`config.mk`:
```
export PLATFORM = sky130hd
export DESIGN_NAME = pc_sequencer
export DESIGN_NICKNAME = d
export VERILOG_FILES = /design/src/rtl/pc_sequencer.sv
export SDC_FILE = /design/constraint.sdc
export NUM_CORES = 1
export LEC_CHECK = 0
export ABC_CLOCK_PERIOD_IN_PS = 6600
export CORE_MARGIN = 5
export CORE_UTILIZATION = 42
export CTS_BUF_LIST = sky130_fd_sc_hd__clkbuf_8
export CTS_CLUSTER_SIZE = 14
export DETAILED_ROUTE_END_ITERATION = 7
export PLACE_DENSITY = 0.93
export SLEW_MARGIN = 20
export SYNTH_ARGS = -nofsm -noshare
export SYNTH_HDL_FRONTEND = slang
export SYNTH_SLANG_ARGS = --single-unit
```
`constraint.sdc`:
```
create_clock -name clk -period 6.6 [get_ports clk]
set_clock_uncertainty 0.05 [all_clocks]
set_input_delay 0.66 -clock clk [delete_from_list [all_inputs] [get_ports clk]]
set_output_delay 0.66 -clock clk [all_outputs]
set_load 0.05 [all_outputs]
```
`src/rtl/pc_sequencer.sv`:
```
// pc_sequencer: drives the program-counter register's next value and runs
// the instruction-fetch handshake (request -> ack -> hold -> issue).
// Optional fetch watchdog: define PC_SEQ_FETCH_TIMEOUT_EN to enable the
// imem_ack timeout, the FAULT state and the fault pulse. Without the macro
// REQ/DRAIN wait indefinitely and fault is tied low.
module pc_sequencer #(
    parameter int unsigned TIMEOUT_CYCLES = 16,
    parameter logic [31:0] TRAP_VECTOR    = 32'h0000_0100
) (
    input  logic        clk,
    input  logic        reset,
    input  logic [31:0] pc,
    output logic [31:0] next_pc,
    output logic        imem_req,
    output logic [31:0] imem_addr,
    input  logic        imem_ack,
    input  logic [31:0] imem_rdata,
    output logic        instr_valid,
    input  logic        instr_ready,
    output logic [31:0] instr,
    output logic [31:0] instr_pc,
    input  logic        redirect,
    input  logic [31:0] redirect_pc,
    input  logic        stall,
    output logic        fault
);

    // Reject configurations the watchdog and trap fetch cannot honour.
    if (TIMEOUT_CYCLES == 0 || TRAP_VECTOR[1:0] != 2'b00) begin : g_bad_params
        $error("pc_sequencer: TIMEOUT_CYCLES must be >= 1 and TRAP_VECTOR word aligned");
    end

`ifdef PC_SEQ_FETCH_TIMEOUT_EN
    typedef enum logic [2:0] {IDLE, REQ, HOLD, DRAIN, FAULT} state_e;
`else
    typedef enum logic [1:0] {IDLE, REQ, HOLD, DRAIN} state_e;
`endif

    state_e      state_q, state_d;
    logic [31:0] instr_q, instr_pc_q;
    logic        fetch_done;
    logic        wdog_expired;

    // A fetch completes when the memory answers in REQ and nobody redirected.
    assign fetch_done = (state_q == REQ) && imem_ack && !redirect;

`ifdef PC_SEQ_FETCH_TIMEOUT_EN
    localparam int unsigned CNT_W = (TIMEOUT_CYCLES > 1) ? $clog2(TIMEOUT_CYCLES) : 1;

    logic [CNT_W-1:0] wdog_q, wdog_d;
    logic             in_fetch;

    assign in_fetch     = (state_q == REQ) || (state_q == DRAIN);
    // wdog_q counts the cycles already spent waiting, so this is the last allowed one.
    assign wdog_expired = in_fetch && !imem_ack && (wdog_q == CNT_W'(TIMEOUT_CYCLES - 1));
    assign fault        = (state_q == FAULT);

    // Watchdog: count while waiting in REQ/DRAIN, clear on ack or any state change.
    always_comb begin
        wdog_d = '0;
        if (in_fetch && !imem_ack && (state_d == state_q)) begin
            wdog_d = wdog_q + 1'b1;
        end
    end

    // Watchdog counter register.
    always_ff @(posedge clk or posedge reset) begin
        if (reset) begin
            wdog_q <= '0;
        end else begin
            wdog_q <= wdog_d;
        end
    end
`else
    assign wdog_expired = 1'b0;
    assign fault        = 1'b0;
`endif

    // State register.
    always_ff @(posedge clk or posedge reset) begin
        // NOTE: non-blocking assignments in clocked blocks so every register samples pre-edge values.
        if (reset) begin
            state_q <= IDLE;
        end else begin
            state_q <= state_d;
        end
    end

    // Next-state logic: redirect outranks stall and ready; the watchdog outranks all.
    always_comb begin
        // NOTE: default assignment first so no path through this block can infer a latch.
        state_d = state_q;
        case (state_q)
            IDLE: begin
                if (!redirect && !stall) begin
                    state_d = REQ;
                end
            end
            REQ: begin
                if (imem_ack) begin
                    state_d = redirect ? IDLE : HOLD;
                end else if (redirect) begin
                    state_d = DRAIN;
                end
            end
            HOLD: begin
                if (redirect) begin
                    state_d = IDLE;
                end else if (instr_ready) begin
                    state_d = stall ? IDLE : REQ;
                end
            end
            DRAIN: begin
                if (imem_ack) begin
                    state_d = IDLE;
                end
            end
`ifdef PC_SEQ_FETCH_TIMEOUT_EN
            FAULT: state_d = IDLE;
`endif
            default: state_d = IDLE;
        endcase
        if (wdog_expired) begin
`ifdef PC_SEQ_FETCH_TIMEOUT_EN
            state_d = FAULT;
`else
            state_d = IDLE;
`endif
        end
    end

    // Outputs: request/valid decoded from state; next_pc holds unless advanced or redirected.
    always_comb begin
        next_pc     = pc;
        imem_req    = 1'b0;
        instr_valid = 1'b0;
        case (state_q)
            REQ: begin
                imem_req = 1'b1;
                if (imem_ack) begin
                    next_pc = pc + 32'd4;
                end
            end
            HOLD:  instr_valid = 1'b1;
            DRAIN: imem_req    = 1'b1;
`ifdef PC_SEQ_FETCH_TIMEOUT_EN
            FAULT: next_pc     = TRAP_VECTOR;
`endif
            default: ;
        endcase
        if (redirect) begin
            next_pc = {redirect_pc[31:2], 2'b00};
        end
        if (reset) begin
            next_pc = '0;
        end
    end

    // Captured instruction and its fetch address, held stable through HOLD.
    always_ff @(posedge clk or posedge reset) begin
        // NOTE: these data registers are reset on purpose so instr/instr_pc read 0 after reset.
        if (reset) begin
            instr_q    <= '0;
            instr_pc_q <= '0;
        end else if (fetch_done) begin
            instr_q    <= imem_rdata;
            instr_pc_q <= pc;
        end
    end

    assign imem_addr = pc;
    assign instr     = instr_q;
    assign instr_pc  = instr_pc_q;

endmodule

```
Word-level counts from Yosys, hierarchy flattened
Index checks and enable logic that the tools add are counted.
{ "word_totals": {"out_inout_bits": 131, "elab_cells": 34, "regBits": 66} }
{ "classes": {"n_eq_ne": 7, "n_reduce_logical": 8, "mux": 15, "add_sub_neg": 1} }
{ "ops": {"columns": ["op", "count"], "rows": [
  ["$mux 32", 4],
  ["$add 32x3->32 const B", 1],
  ["$mux 2", 7],
  ["$pmux 2 s4", 1],
  ["$ne 3x3->1 const B", 2],
  ["$eq 2x2->1 const B", 2],
  ["$ne 2x2->1 const B", 2],
  ["$reduce_and 4->1", 1],
  ["$logic_and 1x1->1", 3],
  ["$mux 1", 3],
  ["$eq 2x1->1 const B", 1],
  ["$logic_not 1->1", 2],
  ["$logic_not 2->1", 1],
  ["$reduce_or 2->1", 1]
]} }

Depth between registers and ports, before layout
{ "logic_depth": {"ltp_word": 5, "ltp_mapped": 6, "ltp_nobuf": 5} }

Worst setup path before layout
OpenSTA, ideal clock, no wires.
{ "synth_path": {"path_kind": "input-to-output", "startpoint": "input reset", "endpoint": "output next_pc[29]", "path_slack_ns": 1.435, "path_stages": 5, "arrival_ns": 4.455, "cell_sequence": "clkbuf_1 -> inv_1 -> clkbuf_1 -> o21ai_0 -> nor3_1"} }
{ "synth_between": {"elab_chain_len": 1} }
{ "synth_rtl": {"columns": ["item", "line", "rtl"], "rows": [
  ["from (decl)", "11", "input logic reset,"],
  ["$mux 32", "154", "if (reset) begin"],
  ["to (decl)", "13", "output logic [31:0] next_pc,"]
]} }
No other way between the ends.

Worst setup path after layout
{ "layout_path": {"startpoint": "input pc[2]", "endpoint": "output next_pc[26]"} }
{ "layout_between": {"elab_chain_len": 5} }
{ "layout_rtl": {"columns": ["item", "line", "rtl"], "rows": [
  ["from (decl)", "12", "input logic [31:0] pc,"],
  ["$add 32x3->32", "141", "next_pc = pc + 32'd4;"],
  ["$mux 32", "140", "if (imem_ack) begin"],
  ["$mux 32", "137", "case (state_q)"],
  ["$mux 32", "151", "if (redirect) begin"],
  ["$mux 32", "154", null]
]} }
No other way between the ends.

==> flow_summary_export.csv <==
group,metric,value,unit
floorplanning,die_h,107,µm
clock_network,hold_buffers,0,
power,ir_drop,304,µV
sta,slew_violations,0,
worst_setup_path,cp.required,5.89,ns
synth,avgSynthCellArea,10.4,µm²
drt,post_drt_via_cell_ratio,5.64,
drt,post_drt_wl_per_cell,20.1,µm
synth,synthFlopType,"dfrtp_1",
floorplanning,start_util,43.0,%
grt,grt_start_max_net_pins,53,
sta,final-hold-violation-count,0,
synth,yosys_warnings,0,
sta,finalCritPeriodShare,71.6,%
grt,antenna_found_initial,0,
min_path,hp-class,"reg2reg",
drt,routed_wl,13700,µm
cells_and_area,drive_gt1_share,16.1,%
sta,hold-worst-slack,0.463,ns
synth,synth-seq-cells,66,
drt,vias,3849,
power,leakage,2.44,nW
worst_setup_path,path_cells,"clkdlybuf4s50_1, ha_1, nand4_1, or4_4, or3_1, a2111oi_1, clkdlybuf4s50_1",
clock_network,h-tree-depth,3,
floorplanning,die_w,107,µm
clock_network,insertion_delay,0.33,ns
drt,firstDrtPassIters,5,
cells_and_area,fillers,702,
worst_setup_path,critPathKind,"in2out",
clock_network,cts_tree,"done",
synth,synth.distinct_cells,45,
sta,max_freq,0.211,GHz
grt,overflow,0,
cells_and_area,num_antenna_cells,0,
power,total_power,2.37,mW
worst_setup_path,startpoint_type,"input pin",
sta,rsz0062_at_grt,"false",
worst_setup_path,cp-end-kind,"output port",
cells_and_area,design_area,6310,µm²
worst_setup_path,ff2ff_setup_slack,4.18,ns
floorplanning,io_pins,233,
worst_setup_path,cpMaxStageDelayCell,"clkdlybuf4s50_1",
cells_and_area,syn2layout_area_growth,59.5,%
status,run_status,"completed",
grt,grt_pass1_vias,4011,
placed_design,post-dp-hpwl,10300,µm
synth,synthCells,380,
sta,worst_slew_pin_slew,0.876,ns
synth,syn-num-nets,483,
floorplanning,die_area,11500,µm²
floorplanning,fp.coreArea,9200,µm²
synth,synth-edff-count,0,
worst_setup_path,crit_top_cell,"clkdlybuf4s50_1",
drt,postRouteAntennaNets,0,
worst_setup_path,path_buf_inv,2,
sta,final-setup-viol-count,0,
clock_network,cts-buffers-inserted,9,
grt,grt_pass1_wl,21300,µm
power,power_density,376,nW/µm²
clock_network,post_cts_buffers,0,
synth,async_flop_share,100,%
grt,grt_usage,23.3,%
sta,slew_headroom,41.5,%
floorplanning,rows,35,
placed_design,postPlaceCellArea,6080,µm²
synth,syn_area,3960,µm²
clock_network,cts_sinks,66,
clock_network,cts_resized,0,
synth,synth-seq-area-share,41.7,%
drt,drc_errors,0,
clock_network,clkSlewWorstSetupHoldPaths,0.08,ns
drt,drtIter0Drc,170,
placed_design,place.gp.congestion,0.833,
sta,tns,0,ns
worst_setup_path,worstPathArrival,4.02,ns
clock_network,ctsRootBufferMaster,"clkbuf_8",
worst_setup_path,cpPeakStageDelay,0.89,ns
job,maxCapViolations,0,
clock_network,max-clock-path-buffers,2,
worst_setup_path,crit_fanout,14,
cells_and_area,layout.nets,670,
sta,final.min_clock_period,4.73,ns
worst_setup_path,crit_family,"buffers and inverters",
placed_design,io_buffers,229,
## synth_stat cells, types with 2 or more instances
cell / n / area [µm²]
nand4b_1: 2 / 17.5
nand3_1: 5 / 25.0
and4_1: 6 / 52.6
buf_4: 36 / 270
and3_1: 7 / 43.8
a311o_1: 3 / 30.0
nand4_1: 16 / 100
a221oi_1: 2 / 17.5
a211oi_1: 13 / 97.6
o21ai_0: 7 / 35.0
o211a_1: 2 / 20.0
a2111oi_0: 2 / 17.5
nor3_1: 9 / 45.0
o2111a_1: 2 / 22.5
buf_2: 2 / 10.0
inv_1: 6 / 22.5
o31a_1: 2 / 17.5
or4_1: 2 / 15.0
a21oi_1: 2 / 10.0
buf_1: 2 / 7.51
nor2_1: 28 / 105
o31ai_1: 2 / 15.0
or3_1: 3 / 18.8
a2111oi_1: 2 / 20.0
nor2b_1: 8 / 50.1
clkbuf_1: 19 / 71.3
xnor2_1: 8 / 70.1
nand2_1: 16 / 60.1
nor4_1: 13 / 81.3
a311oi_1: 6 / 52.6
dfrtp_1: 66 / 1650
mux2_2: 64 / 721
xor2_1: 5 / 43.8
## worst register-to-register path: stages, from the launching register on
cell and delay [ns]:
dfrtp_1 0.52, nand3b_4 0.16, nor2_4 0.56, buf_4 0.56, mux2_2 0.44
## flip-flops by register name, indices dropped and copies added, names as in the netlist
signal,cells
state_q,2
instr_pc,32
instr,32
## metrics by stage
stage	utilization [%]	cells	setup slack [ns]
6_report	68.7	683	1.87
5_1_grt	68.7	683	1.69
4_1_cts	68.6	683	1.88
3_5_place_dp	66.1	667	1.91
3_3_place_gp	66.1	667	1.94
2_1_floorplan	-	380	1.44
## placed cells by master, fill, tap and decap left out, drive strengths merged, types with 2 or more instances in the layout
cell type / count
a2111oi: 4
a211oi: 13
a21oi: 2
a221oi: 2
a311o: 3
a311oi: 6
and3: 7
and4: 6
buf: 6
bufinv: 2
clkbuf: 9
clkdlybuf4s50: 229
clkinv: 4
dfrtp: 66
inv: 7
mux2: 64
nand2: 16
nand3: 5
nand4: 17
nand4b: 2
nor2: 28
nor2b: 8
nor3: 9
nor4: 13
o2111a: 2
o211a: 2
o21ai: 7
o31a: 2
o31ai: 2
or3: 3
or4: 3
xnor2: 8
xor2: 5
## routing by layer
layer | up-vias | routed length, µm | part of all wire, % | global-route usage [%]
li1 | 1756 | - | - | -
met1 | 1903 | 5220 | 38 | 27.0
met2 | 173 | 7080 | 52 | 40.9
met3 | 17 | 1260 | 9.2 | 8.31
met4 | 0 | 161 | 1.2 | 5.75
met5 | - | 0 | 0 | 0
## power by group
part,internal (mW),switching [mW]
sequential,0.559,0.0853
combinational,0.479,0.855
clock,0.216,0.178
## area by class of cell
type	instances	area [µm²]	share of cell area, %
repair buffers	235	2340	37.0
multi-input cells	249	1940	30.7
flip-flops and latches	66	1650	26.2
well taps	111	139	2.20
clock buffers	9	124	1.96
clock inverters	7	100	1.59
inverters	6	23.8	0.377
## kinds of logic after synthesis
| group | synth area share (%) |
|---|---|
| other | 0.0948 |
| flip-flops | 41.7 |
| XOR/XNOR | 2.88 |
| multiplexers | 18.2 |
| buffers and inverters | 9.64 |
| adder cells (fa/ha/maj) | 0.316 |
| AO/OA/AOI/OAI | 10.1 |
| AND/OR/NAND/NOR | 17.0 |
## worst paths after layout
kind                            start      endpoint  depth (start not counted)
max in group asynchronous       reset     instr[14]                          4
min reg2reg                 instr[17]     instr[17]                          1
max reg2reg                state_q[0]  instr_pc[15]                          4
min in group asynchronous       reset  instr_pc[24]                          3
max                             pc[2]   next_pc[26]                          7
min                         instr[17]     instr[17]                          1
Note: power is estimated with default switching activity, not from simulation.
